`config.mk`:
```
export PLATFORM = sky130hd
export DESIGN_NAME = hex_display_drv
export DESIGN_NICKNAME = d
export VERILOG_FILES = /design/src/rtl/hex_display_drv.sv
export SDC_FILE = /design/constraint.sdc
export NUM_CORES = 1
export LEC_CHECK = 0
export CAP_MARGIN = 30
export CELL_PAD_IN_SITES_DETAIL_PLACEMENT = 1
export CELL_PAD_IN_SITES_GLOBAL_PLACEMENT = 1
export CORE_MARGIN = 8
export CORE_UTILIZATION = 25
export CTS_CLUSTER_DIAMETER = 40
export DETAILED_ROUTE_END_ITERATION = 10
export HOLD_SLACK_MARGIN = 0.15
export PLACE_DENSITY = 0.65
export SYNTH_ARGS = -nofsm -noshare
export SYNTH_HDL_FRONTEND = slang
export SYNTH_SLANG_ARGS = --single-unit
```
`constraint.sdc`:
```
create_clock -name clck -period 0.8 [get_ports clck]
set_input_delay 0.08 -clock clck [delete_from_list [all_inputs] [get_ports clck]]
set_output_delay 0.08 -clock clck [all_outputs]
set_load 0.05 [all_outputs]
```
`src/rtl/hex_display_drv.sv`:
```
// hex_display_drv: drives eight active-low 7-segment digits from the CPU out value.
// Ports: clck, rst_n (async, active-low), val[31:0] in;
//        busy, ovf, HEX0..HEX7[6:0] out (bit0 = seg a .. bit6 = seg g).
// Macro HEX_DISPLAY_DECIMAL_EN: defined selects the decimal double-dabble
// converter; undefined shows val directly as eight hex digits.
module hex_display_drv #(
    parameter int BLANK_LZ = 1
) (
    input  logic        clck,
    input  logic        rst_n,
    input  logic [31:0] val,
    output logic        busy,
    output logic        ovf,
    output logic [6:0]  HEX0,
    output logic [6:0]  HEX1,
    output logic [6:0]  HEX2,
    output logic [6:0]  HEX3,
    output logic [6:0]  HEX4,
    output logic [6:0]  HEX5,
    output logic [6:0]  HEX6,
    output logic [6:0]  HEX7
);

    function automatic logic [6:0] seg7(input logic [3:0] d);
        logic [6:0] s;
        unique case (d)
            4'h0: s = 7'h40;
            4'h1: s = 7'h79;
            4'h2: s = 7'h24;
            4'h3: s = 7'h30;
            4'h4: s = 7'h19;
            4'h5: s = 7'h12;
            4'h6: s = 7'h02;
            4'h7: s = 7'h78;
            4'h8: s = 7'h00;
            4'h9: s = 7'h10;
            4'hA: s = 7'h08;
            4'hB: s = 7'h03;
            4'hC: s = 7'h46;
            4'hD: s = 7'h21;
            4'hE: s = 7'h06;
            default: s = 7'h0E;
        endcase
        return s;
    endfunction

    // Walk from the top digit down; while every digit seen so far is zero
    // the digit is blanked. HEX0 is always shown. keep disables blanking.
    function automatic logic [55:0] render(input logic [31:0] d,
                                           input logic keep);
        logic [55:0] s;
        logic        lead;
        s    = '0;
        lead = (BLANK_LZ != 0) && !keep;
        for (int i = 7; i >= 1; i--) begin
            if (d[4*i +: 4] != 4'd0)
                lead = 1'b0;
            s[7*i +: 7] = lead ? 7'h7F : seg7(d[4*i +: 4]);
        end
        s[6:0] = seg7(d[3:0]);
        return s;
    endfunction

    logic [55:0] seg_q;

    assign HEX0 = seg_q[6:0];
    assign HEX1 = seg_q[13:7];
    assign HEX2 = seg_q[20:14];
    assign HEX3 = seg_q[27:21];
    assign HEX4 = seg_q[34:28];
    assign HEX5 = seg_q[41:35];
    assign HEX6 = seg_q[48:42];
    assign HEX7 = seg_q[55:49];

`ifdef HEX_DISPLAY_DECIMAL_EN

    typedef enum logic [1:0] {
        IDLE,
        SHIFT,
        DONE
    } state_t;

    state_t      state;
    logic [31:0] last;
    logic [31:0] bin;
    logic [39:0] bcd;
    logic [4:0]  cnt;
    logic [39:0] adj;
    logic [71:0] sh;

    // Add-3 correction on every BCD nibble, then one left shift of the pair.
    always_comb begin
        adj = '0;
        for (int i = 0; i < 10; i++) begin
            if (bcd[4*i +: 4] >= 4'd5)
                adj[4*i +: 4] = bcd[4*i +: 4] + 4'd3;
            else
                adj[4*i +: 4] = bcd[4*i +: 4];
        end
        sh = {adj, bin} << 1;
    end

    always_ff @(posedge clck or negedge rst_n) begin
        if (!rst_n) begin
            state <= IDLE;
            last  <= '0;
            bin   <= '0;
            bcd   <= '0;
            cnt   <= '0;
            busy  <= 1'b0;
            ovf   <= 1'b0;
            seg_q <= render(32'd0, 1'b0);
        end else begin
            unique case (state)
                IDLE: begin
                    if (val != last) begin
                        last  <= val;
                        bin   <= val;
                        bcd   <= '0;
                        cnt   <= '0;
                        busy  <= 1'b1;
                        state <= SHIFT;
                    end
                end
                SHIFT: begin
                    bcd <= sh[71:32];
                    bin <= sh[31:0];
                    cnt <= cnt + 5'd1;
                    if (cnt == 5'd31)
                        state <= DONE;
                end
                default: begin
                    seg_q <= render(bcd[31:0], bcd[39:32] != 8'd0);
                    ovf   <= (bcd[39:32] != 8'd0);
                    busy  <= 1'b0;
                    state <= IDLE;
                end
            endcase
        end
    end

`else

    assign busy = 1'b0;
    assign ovf  = 1'b0;

    always_ff @(posedge clck or negedge rst_n) begin
        if (!rst_n)
            seg_q <= render(32'd0, 1'b0);
        else
            seg_q <= render(val, 1'b0);
    end

`endif

endmodule
```
# Word-level counts from Yosys, hierarchy flattened
# Memory sizes are Yosys's and may differ from the RTL's. A register that Yosys moved wholly into a read port is not among the register bits.
# Index checks and enable logic that the tools add are counted.
# totals
ff_bits,56
rom_bits,896
elab_cells,31
memories,8
# mem_list
memory,words,word_bits,rd,rd_clocked_by_memory_dff,write_ports,line,source
(name not given),16,7,1,0,0,26,unique case (d)
(name not given),16,7,1,0,0,26,
(name not given),16,7,1,0,0,26,
(name not given),16,7,1,0,0,26,
(name not given),16,7,1,0,0,26,
(name not given),16,7,1,0,0,26,
+2 memories,--,--,--,--,--,--,
# classes
n_mux,14
n_reduce_logical,8
# op_table
operator,n
7-bit two-way mux,7
4-bit nonzero test,7
1-bit two-way mux,7
1-bit logical NOT,1

# Depth between registers and ports, before layout
# Gate-level depths: netlist of the first run.
# depth
depth_word,9
mapped_depth,7
mapped_depth_nobuf,5

# Worst setup path after synthesis of the first run
# Ideal clock, no wire load.
# synth_path
kind,input-to-reg
from,input port val[28]
to,register seg_q[12]
setup_ns,0.077
arrival_time_ns,1.416
path_slack_ns,-0.693
stages,7
path_cell_list,inv_1 ha_1 buf_2 nor4b_4 nand4_4 buf_6 o22ai_2
# synth_via
elab_chain_cells,9
# synth_rtl
element,line,source
start: declaration,11,"input logic [31:0] val,"
4-bit nonzero test,56,if (d[4*i +: 4] != 4'd0)
1-bit two-way mux (7 in a row),56,
7-bit two-way mux,58,s[7*i +: 7] = lead ? 7'h7F : seg7(d[4*i +: 4]);
end signal: assignment,149,"seg_q <= render(32'd0, 1'b0);"
end signal: assignment,151,"seg_q <= render(val, 1'b0);"
end: declaration,64,logic [55:0] seg_q;
# No other way between the ends.

# Worst setup path after layout of the first run
# layout_path
from,input port val[17]
to,register seg_q[20]
# layout_via
elab_chain_cells,5
# layout_rtl
element,line
4-bit nonzero test,56
1-bit two-way mux (3 in a row),56
7-bit two-way mux,58
# No other way between the ends.

==> results of run 1 <==
[critical path, cell delays in order]
cell	delay [ns]
dlygate4sd2_1	0.26
inv_2	0.09
ha_4	0.13
and4bb_2	0.27
nand4_4	0.14
buf_6	0.17
buf_16	0.13
o22ai_2	0.13
[kinds of logic (layout without fill, tap and decap cells)]
group,count (synthesis),after routing
simple gates,107,107
flops,56,56
mux,21,21
other cells,1,3
buf+inv,53,237
fa+ha+maj,43,43
compound gates,106,106
[per-layer routing]
layer	vias up	track usage, %
li1	1721	-
met1	1753	13.7
met2	65	22.9
met3	15	2.60
met4	0	4.18
met5	-	0
[metrics by stage]
stage	utilization, %	instances	TNS, ns	hold WS [ns]
floorplan	-	388	-16.75	-0.216
global placement	41.6	726	-48.46	0.106
detailed placement	41.6	726	-50.42	0.117
CTS	45.4	751	-29.21	0.255
global route	46.9	757	-29.47	0.202
finish	46.9	757	-25.42	0.197
[timing repair]
action	4_1_cts	5_1_grt
setup endpoints to repair	112	108
hold buffers	1	0
gates cloned	3	1
pin swaps	23	24
buffers inserted	13	8
gates resized for setup	104	69
endpoints found under the hold margin	56	0
[synth_stat cells (6+ instances only)]
cell type / count
mux2i_1: 10
o21ai_0: 21
ha_1: 43
nor2b_1: 8
nor2_1: 17
dfrtp_1: 6
clkbuf_1: 19
dfstp_2: 50
a21oi_1: 24
inv_1: 26
mux2_2: 11
nand2b_1: 13
o221ai_1: 8
o211ai_1: 20
nand2_1: 34
nand3_1: 16
a211oi_1: 6
[report_power, final]
| part | internal (mW) | switching, mW | total, mW |
|---|---|---|---|
| clock | 1.25 | 1.00 | 2.26 |
| sequential | 3.25 | 0.220 | 3.47 |
| combinational | 1.86 | 1.96 | 3.82 |
| total | 6.37 | 3.18 | 9.55 |
[worst max path at each step]
stage	endpoint	slack, ns
finish	seg_q[20]	-0.37
global route	seg_q[40]	-0.41
CTS	seg_q[7]	-0.44
detailed placement	seg_q[40]	-1.08
global placement	seg_q[17]	-1.02
floorplan	seg_q[14]	-0.49
[area by class of cell]
type	instances	share of cell area (%)
antenna	1	0.0367
clock buffer	8	2.15
inverter	26	1.78
multi-input combinational	279	35.5
sequential	56	21.5
tap	184	3.38
timing repair buffer	203	35.7
==> load_flow_metrics.sql, run 1 <==
INSERT INTO impl_metrics (metric_group, metric, value, unit) VALUES
('logic_synthesis', 'ys_warn_count', '0', ''),
('critical_path', 'critPathRequiredTime', '1.03', 'ns'),
('pwr', 'power.leakage', '3.01', 'nW'),
('place', 'placed_cell_area', '6050', 'µm²'),
('pwr', 'p_per_cell_area', '1400', 'nW/µm²'),
('clock_tree', 'cts.reportedPaths.clkPinSlew', '0.08', 'ns'),
('clock_tree', 'clock-sinks', '56', ''),
('floorplan', 'io_pins', '92', ''),
('route', 'drt_drc_violations_left', '0', ''),
('grt', 'antenna_found_initial', '1', ''),
('place', 'post-dp-hpwl', '8900', 'µm'),
('logic_synthesis', 'asyncSetResetFlopFracSynth', '100', '%'),
('route', 'routed_wl', '12200', 'µm'),
('logic_synthesis', 'synthesis.area', '3730', 'µm²'),
('logic_synthesis', 'number_of_enable_type_register_cells_in_the_synthesized_netlist', '0', ''),
('final_layout', 'n_fill_cell', '1600', ''),
('run_status', 'violations_in_the_final_reports', 'setup timing', ''),
('logic_synthesis', 'synth_cell_type_count', '46', ''),
('floorplan', 'die_height', '138', 'µm'),
('final_layout', 'drive_gt1_share', '57.7', '%'),
('grt', 'number_of_global_route_vias_before_repair', '4012', ''),
('logic_synthesis', 'synth.mux.area_fraction', '6.01', '%'),
('route', 'wl_per_cell', '16.2', 'µm'),
('timing', 'period_share', '146', '%'),
('route', 'met1Wirelength', '4930', 'µm'),
('floorplan', 'floorplan_die_area', '19100', 'µm²'),
('clock_tree', 'numCtsBuffers', '5', ''),
('route', 'met3WireLength', '467', 'µm'),
('final_layout', 'max_ffs_per_register', '56', ''),
('route', 'via_count_normalized_by_instance_count', '4.69', ''),
('critical_path', 'maximum_net_fanout_on_the_critical_path', '5', ''),
('clock_tree', 'clock_path_buffers', '2', ''),
('worst_hold_path', 'timing.hold.worst.start', 'val[31]', ''),
('worst_hold_path', 'worst_hold_class', 'in -> reg', ''),
('logic_synthesis', 'synth-compound-area-share', '18.8', '%'),
('place', 'place.port_buffers', '89', ''),
('logic_synthesis', 'synthCells', '387', ''),
('final_layout', 'multi_input_comb_area', '2420', 'µm²'),
('final_layout', 'final-seq-area', '1460', 'µm²'),
('logic_synthesis', 'synth_adder_area_share', '14.4', '%'),
('worst_hold_path', 'hold_path_end', 'seg_q[49]', ''),
('floorplan', 'core', '14500', 'µm²'),
('critical_path', 'end_kind', 'flip-flop', ''),
('pwr', 'power.ir.vdd_worst', '0.648', 'mV'),
('logic_synthesis', 'synth_simple_gate_area_share', '15.3', '%'),
('route', 'route.met2.wl', '6590', 'µm'),
('place', 'gp_congestion', '0.784', ''),
('timing', 'hold_viol', '0', ''),
('logic_synthesis', 'netlist.area_leader.share', '35.2', '%'),
('grt', 'globalRoute.totalOverflow', '0', ''),
('pwr', 'post-layout-total-power', '9.55', 'mW'),
('grt', 'grt_max_degree', '57', ''),
('timing', 'fmaxAchievable', '856', 'MHz'),
('logic_synthesis', 'post_synth_main_area_contributors', 'dfstp_2 35%, ha_1 14%, dfrtp_1 4.0%', ''),
('timing', 'report.final.slew_viol_count', '0', ''),
('grt', 'first_pass_grt_wire_length', '20000', 'µm'),
('final_layout', 'largest_register', 'seg_q', ''),
('route', 'drt-initial-drc-count', '110', ''),
('timing', 'final-setup-viol-count', '98', ''),
('clock_tree', 'clock_tree.root_cell', 'clkbuf_16', ''),
('run_status', 'outcome', 'complete, but fails checks', ''),
('final_layout', 'mostFrequentLayoutCell', 'buf_4', ''),
('logic_synthesis', 'synth_seq_cells', '56', ''),
('final_layout', 'post-route-cell-area', '6820', 'µm²'),
('final_layout', 'num-nets-final', '648', ''),
('floorplan', 'floorplan.initialDensity', '25.7', '%'),
('logic_synthesis', 'postSynth.topFlopCell', 'dfstp_2', ''),
('logic_synthesis', 'dominant_combinational_cell_family_by_area_after_synthesis', 'compound AO/OA/AOI/OAI gates', ''),
('logic_synthesis', 'synth_sequential_area_ratio', '39.3', '%'),
('timing', 'final_worst_setup_slack', '-0.368', 'ns'),
('critical_path', 'setup.worst_path.start_class', 'primary input', '');
No activity file was read; power rests on OpenSTA's default activity.
==> run 2, diff against run 1 <==
--- a/config.mk
+++ b/config.mk
@@ -5,7 +5,6 @@
 export SDC_FILE = /design/constraint.sdc
 export NUM_CORES = 1
 export LEC_CHECK = 0
-export CAP_MARGIN = 30
 export CELL_PAD_IN_SITES_DETAIL_PLACEMENT = 1
 export CELL_PAD_IN_SITES_GLOBAL_PLACEMENT = 1
 export CORE_MARGIN = 8
==> results of run 2 <==
No change in the layout: final DEF, timing and power equal those of run 1.
==> run 3, diff against run 2 <==
--- a/config.mk
+++ b/config.mk
@@ -5,14 +5,16 @@
 export SDC_FILE = /design/constraint.sdc
 export NUM_CORES = 1
 export LEC_CHECK = 0
+export ABC_AREA = 1
 export CELL_PAD_IN_SITES_DETAIL_PLACEMENT = 1
 export CELL_PAD_IN_SITES_GLOBAL_PLACEMENT = 1
 export CORE_MARGIN = 8
 export CORE_UTILIZATION = 25
+export CTS_BUF_LIST = sky130_fd_sc_hd__clkbuf_8
 export CTS_CLUSTER_DIAMETER = 40
 export DETAILED_ROUTE_END_ITERATION = 10
 export HOLD_SLACK_MARGIN = 0.15
-export PLACE_DENSITY = 0.65
+export PLACE_DENSITY = 0.67
 export SYNTH_ARGS = -nofsm -noshare
 export SYNTH_HDL_FRONTEND = slang
 export SYNTH_SLANG_ARGS = --single-unit
==> run 3 against run 2 <==
  * The run still ends with setup timing left
  * First-iteration DRC count increased by 34%
  * Clock-buffer cell count down 3
  * Non-clock buffer count down 15
  * Fmax grew 4.1%
  * Die area fell by 4.6%
  * Sequential cell count unchanged
  * Via count about the same
  * Utilization fell by 1.1 points
==> load_flow_metrics.sql, run 3 <==
INSERT INTO impl_metrics (metric_group, metric, value, unit) VALUES
('run_status', 'outcome', 'complete, but fails checks', ''),
('run_status', 'violations_in_the_final_reports', 'setup timing', ''),
('place', 'place.port_buffers', '89', ''),
('grt', 'grt_max_degree', '57', ''),
('critical_path', 'worst_path_cell_chain', 'buf_12', ''),
('pwr', 'share_seq_of_total_power', '39.6', '%'),
('floorplan', 'floorplan.initialDensity', '25.6', '%'),
('floorplan', 'fp.dieW', '135', 'µm'),
('route', 'drt_first_pass_iters', '4', ''),
('floorplan', 'io_pins', '92', ''),
('critical_path', 'critical-path-max-stage-delay', '0.58', 'ns'),
('timing', 'unrepaired_setup_endpoints_after_global_routing', 'true', ''),
('critical_path', 'critPathRequiredTime', '0.72', 'ns'),
('pwr', 'clock_power_share', '18.8', '%'),
('logic_synthesis', 'synth_cell_type_count', '31', ''),
('worst_hold_path', 'worst_hold_class', 'in -> reg', ''),
('logic_synthesis', 'synth_seq_cells', '56', ''),
('timing', 'period_share', '140', '%'),
('pwr', 'internal-power', '5.60', 'mW'),
('final_layout', 'mostFrequentLayoutCell', 'buf_4', ''),
('final_layout', 'largest_register', 'seg_q', ''),
('clock_tree', 'clock-sinks', '56', ''),
('route', 'drt_drc_violations_left', '0', ''),
('clock_tree', 'cts.reportedPaths.clkPinSlew', '0.12', 'ns'),
('grt', 'first_pass_grt_wire_length', '19400', 'µm'),
('pwr', 'comb_power_share', '41.7', '%'),
('pwr', 'power_switching', '3.15', 'mW'),
('final_layout', 'commonest_cells_after_routing_fill_and_taps_aside', '91 x buf_4, 61 x nand2_1, 58 x buf_12', ''),
('timing', 'whs', '0.136', 'ns'),
('place', 'gp_congestion', '0.896', ''),
('route', 'drt.antenna.violating_nets', '0', ''),
('clock_tree', 'tritoncts', 'yes', ''),
('critical_path', 'setup.worst_path.start_class', 'flip-flop', ''),
('logic_synthesis', 'synth_top_area_cell', 'dfstp_2', ''),
('floorplan', 'floorplan_die_area', '18200', 'µm²'),
('logic_synthesis', 'ys_warn_count', '0', ''),
('timing', 'timing.final.crit_period', '1.12', 'ns'),
('pwr', 'p_per_cell_area', '1380', 'nW/µm²'),
('critical_path', 'end_kind', 'output port', ''),
('floorplan', 'die_height', '135', 'µm'),
('critical_path', 'maximum_net_fanout_on_the_critical_path', '1', ''),
('timing', 'report.final.slew_viol_count', '0', ''),
('route', 'drt-initial-drc-count', '147', ''),
('route', 'via_count', '3555', ''),
('floorplan', 'core', '13800', 'µm²'),
('critical_path', 'cp_top_family', 'flip-flops', ''),
('pwr', 'post-layout-total-power', '8.75', 'mW'),
('worst_hold_path', 'timing.hold.worst.start', 'val[24]', ''),
('logic_synthesis', 'post_synth.cell_area_avg', '8.64', 'µm²'),
('grt', 'grt_util_all_layers', '12.9', '%'),
('timing', 'fmaxAchievable', '891', 'MHz'),
('logic_synthesis', 'postSynth.topFlopCell', 'dfstp_2', ''),
('pwr', 'sw_frac_of_total', '36.0', '%'),
('final_layout', 'drive_gt1_share', '56.0', '%'),
('critical_path', 'critPathBufInv', '1', ''),
('timing', 'hold_viol', '0', ''),
('final_layout', 'area.growth.synth_to_final', '79.3', '%'),
('route', 'routed_wl', '11500', 'µm'),
('grt', 'number_of_global_route_vias_before_repair', '4042', ''),
('final_layout', 'top_regs', 'seg_q: 56 flops', ''),
('timing', 'finalSetupTns', '-15.78', 'ns'),
('final_layout', 'antenna_cells_inserted', '0', ''),
('logic_synthesis', 'synth_common_cells', '76 x nand2_1, 62 x inv_1, 50 x dfstp_2', ''),
('clock_tree', 'numCtsBuffers', '5', ''),
('final_layout', 'max_ffs_per_register', '56', ''),
('flow_run', 'cap_viol_max_count', '0', ''),
('critical_path', 'worst-endpoint-arrival', '1.04', 'ns'),
('route', 'wl_per_cell', '14.8', 'µm'),
('clock_tree', 'clock_tree.root_cell', 'clkbuf_8', ''),
('critical_path', 'worst_setup_path_startpoint', 'seg_q[17]', ''),
('logic_synthesis', 'netlist.area_leader.share', '37.2', '%'),
('pwr', 'power.leakage', '2.99', 'nW'),
('route', 'via_count_normalized_by_instance_count', '4.57', ''),
('logic_synthesis', 'synthesis.area', '3530', 'µm²'),
('logic_synthesis', 'synth_sequential_area_ratio', '41.4', '%'),
('place', 'placed_cell_area', '5760', 'µm²'),
('pwr', 'power.ir.vdd_worst', '0.571', 'mV'),
('floorplan', 'placementRows', '43', ''),
('logic_synthesis', 'number_of_enable_type_register_cells_in_the_synthesized_netlist', '0', ''),
('critical_path', 'critical-path-slowest-cell', 'dfstp_2', ''),
('logic_synthesis', 'yosysMostFrequentCell', 'nand2_1', ''),
('timing', 'final-setup-viol-count', '63', ''),
('clock_tree', 'clock_path_buffers', '2', ''),
('logic_synthesis', 'asyncSetResetFlopFracSynth', '100', '%'),
('timing', 'final_worst_setup_slack', '-0.323', 'ns'),
('final_layout', 'num-nets-final', '674', ''),
('place', 'place_worst_setup_slack', '-0.803', 'ns'),
('grt', 'antenna_found_initial', '0', ''),
('logic_synthesis', 'post_synth_main_area_contributors', 'dfstp_2 37%, ha_1 15%, nand2_1 8.1%', ''),
('clock_tree', 'htreeDepth', '2', ''),
('grt', 'globalRoute.totalOverflow', '0', ''),
('final_layout', 'post-route-cell-area', '6340', 'µm²'),
('critical_path', 'ws_path_type', 'reg -> out', ''),
('logic_synthesis', 'synthCells', '409', ''),
('place', 'post-dp-hpwl', '9060', 'µm');
==> run 3: changes by cell type after synthesis, sizes merged, moves of 5 or more <==
cell,before,now
o2111ai,0,11
nand3,16,36
a21oi,24,16
nor3,2,7
mux2,11,0
nor2b,8,0
nor2,17,33
inv,26,67
o221ai,8,0
mux2i,10,0
o211ai,20,6
nand2,34,79
clkbuf,19,3
nand2b,13,0
==> run 3: routing by layer <==
layer	wire length, µm	GRT usage [%]	vias up
li1	-	-	1719
met1	4390	13.5	1749
met2	6470	25.2	77
met3	514	2.60	10
met4	160	3.62	0
met5	0	0	-
==> run 3: kinds of logic (layout without fill, tap and decap cells) <==
family	Yosys count	after routing	share of synthesized area [%]
simple gates	158	158	21.2
buf+inv	75	263	8.64
fa+ha+maj	43	43	15.2
flops	56	56	41.4
other cells	1	2	0.106
compound gates	76	76	13.4
==> run 3: power groups by stage <==
stage          registers, mW  logic, mW  clock network, mW
2_1_floorplan           4.27      0.686                  0
4_1_cts                 3.47       3.58               1.73
3_3_place_gp            3.51       3.33                  0
3_5_place_dp            3.51       3.41                  0
5_1_grt                 3.50       3.88               1.82
6_report                3.46       3.65               1.64
==> run 3: worst paths after layout <==
check	cells after the start	endpoint	slack, ns
max in group asynchronous	3	seg_q[23]	0.22
min in group asynchronous	3	seg_q[4]	0.30
worst min-delay path	4	seg_q[43]	0.14
worst max-delay path	1	HEX2[3]	-0.32
==> run 3: area by class of cell <==
cell class                      count  area (µm²)
Sequential cell                    56        1460
Clock inverter                      3        22.5
Fill cell                        1561        7490
Inverter                           67         260
Clock buffer                        5        68.8
Timing Repair Buffer              188        2180
Multi-Input combinational cell    279        2120
Tap cell                          180         225
==> run 3: metrics by stage <==
step | std cells | util [%]
3_5_place_dp | 746 | 41.7
3_3_place_gp | 746 | 41.7
6_report | 778 | 45.8
4_1_cts | 775 | 44.8
5_1_grt | 778 | 45.8
2_1_floorplan | 410 | -
==> run 3: timing repair <==
item | in CTS | in global routing
pin swaps | 39 | 12
resized for setup | 156 | 46
gates cloned | 0 | 0
setup buffers | 20 | 3
hold buffers | 1 | 0
endpoints found under the setup margin | 112 | 95
endpoints found under the hold margin | 61 | 0
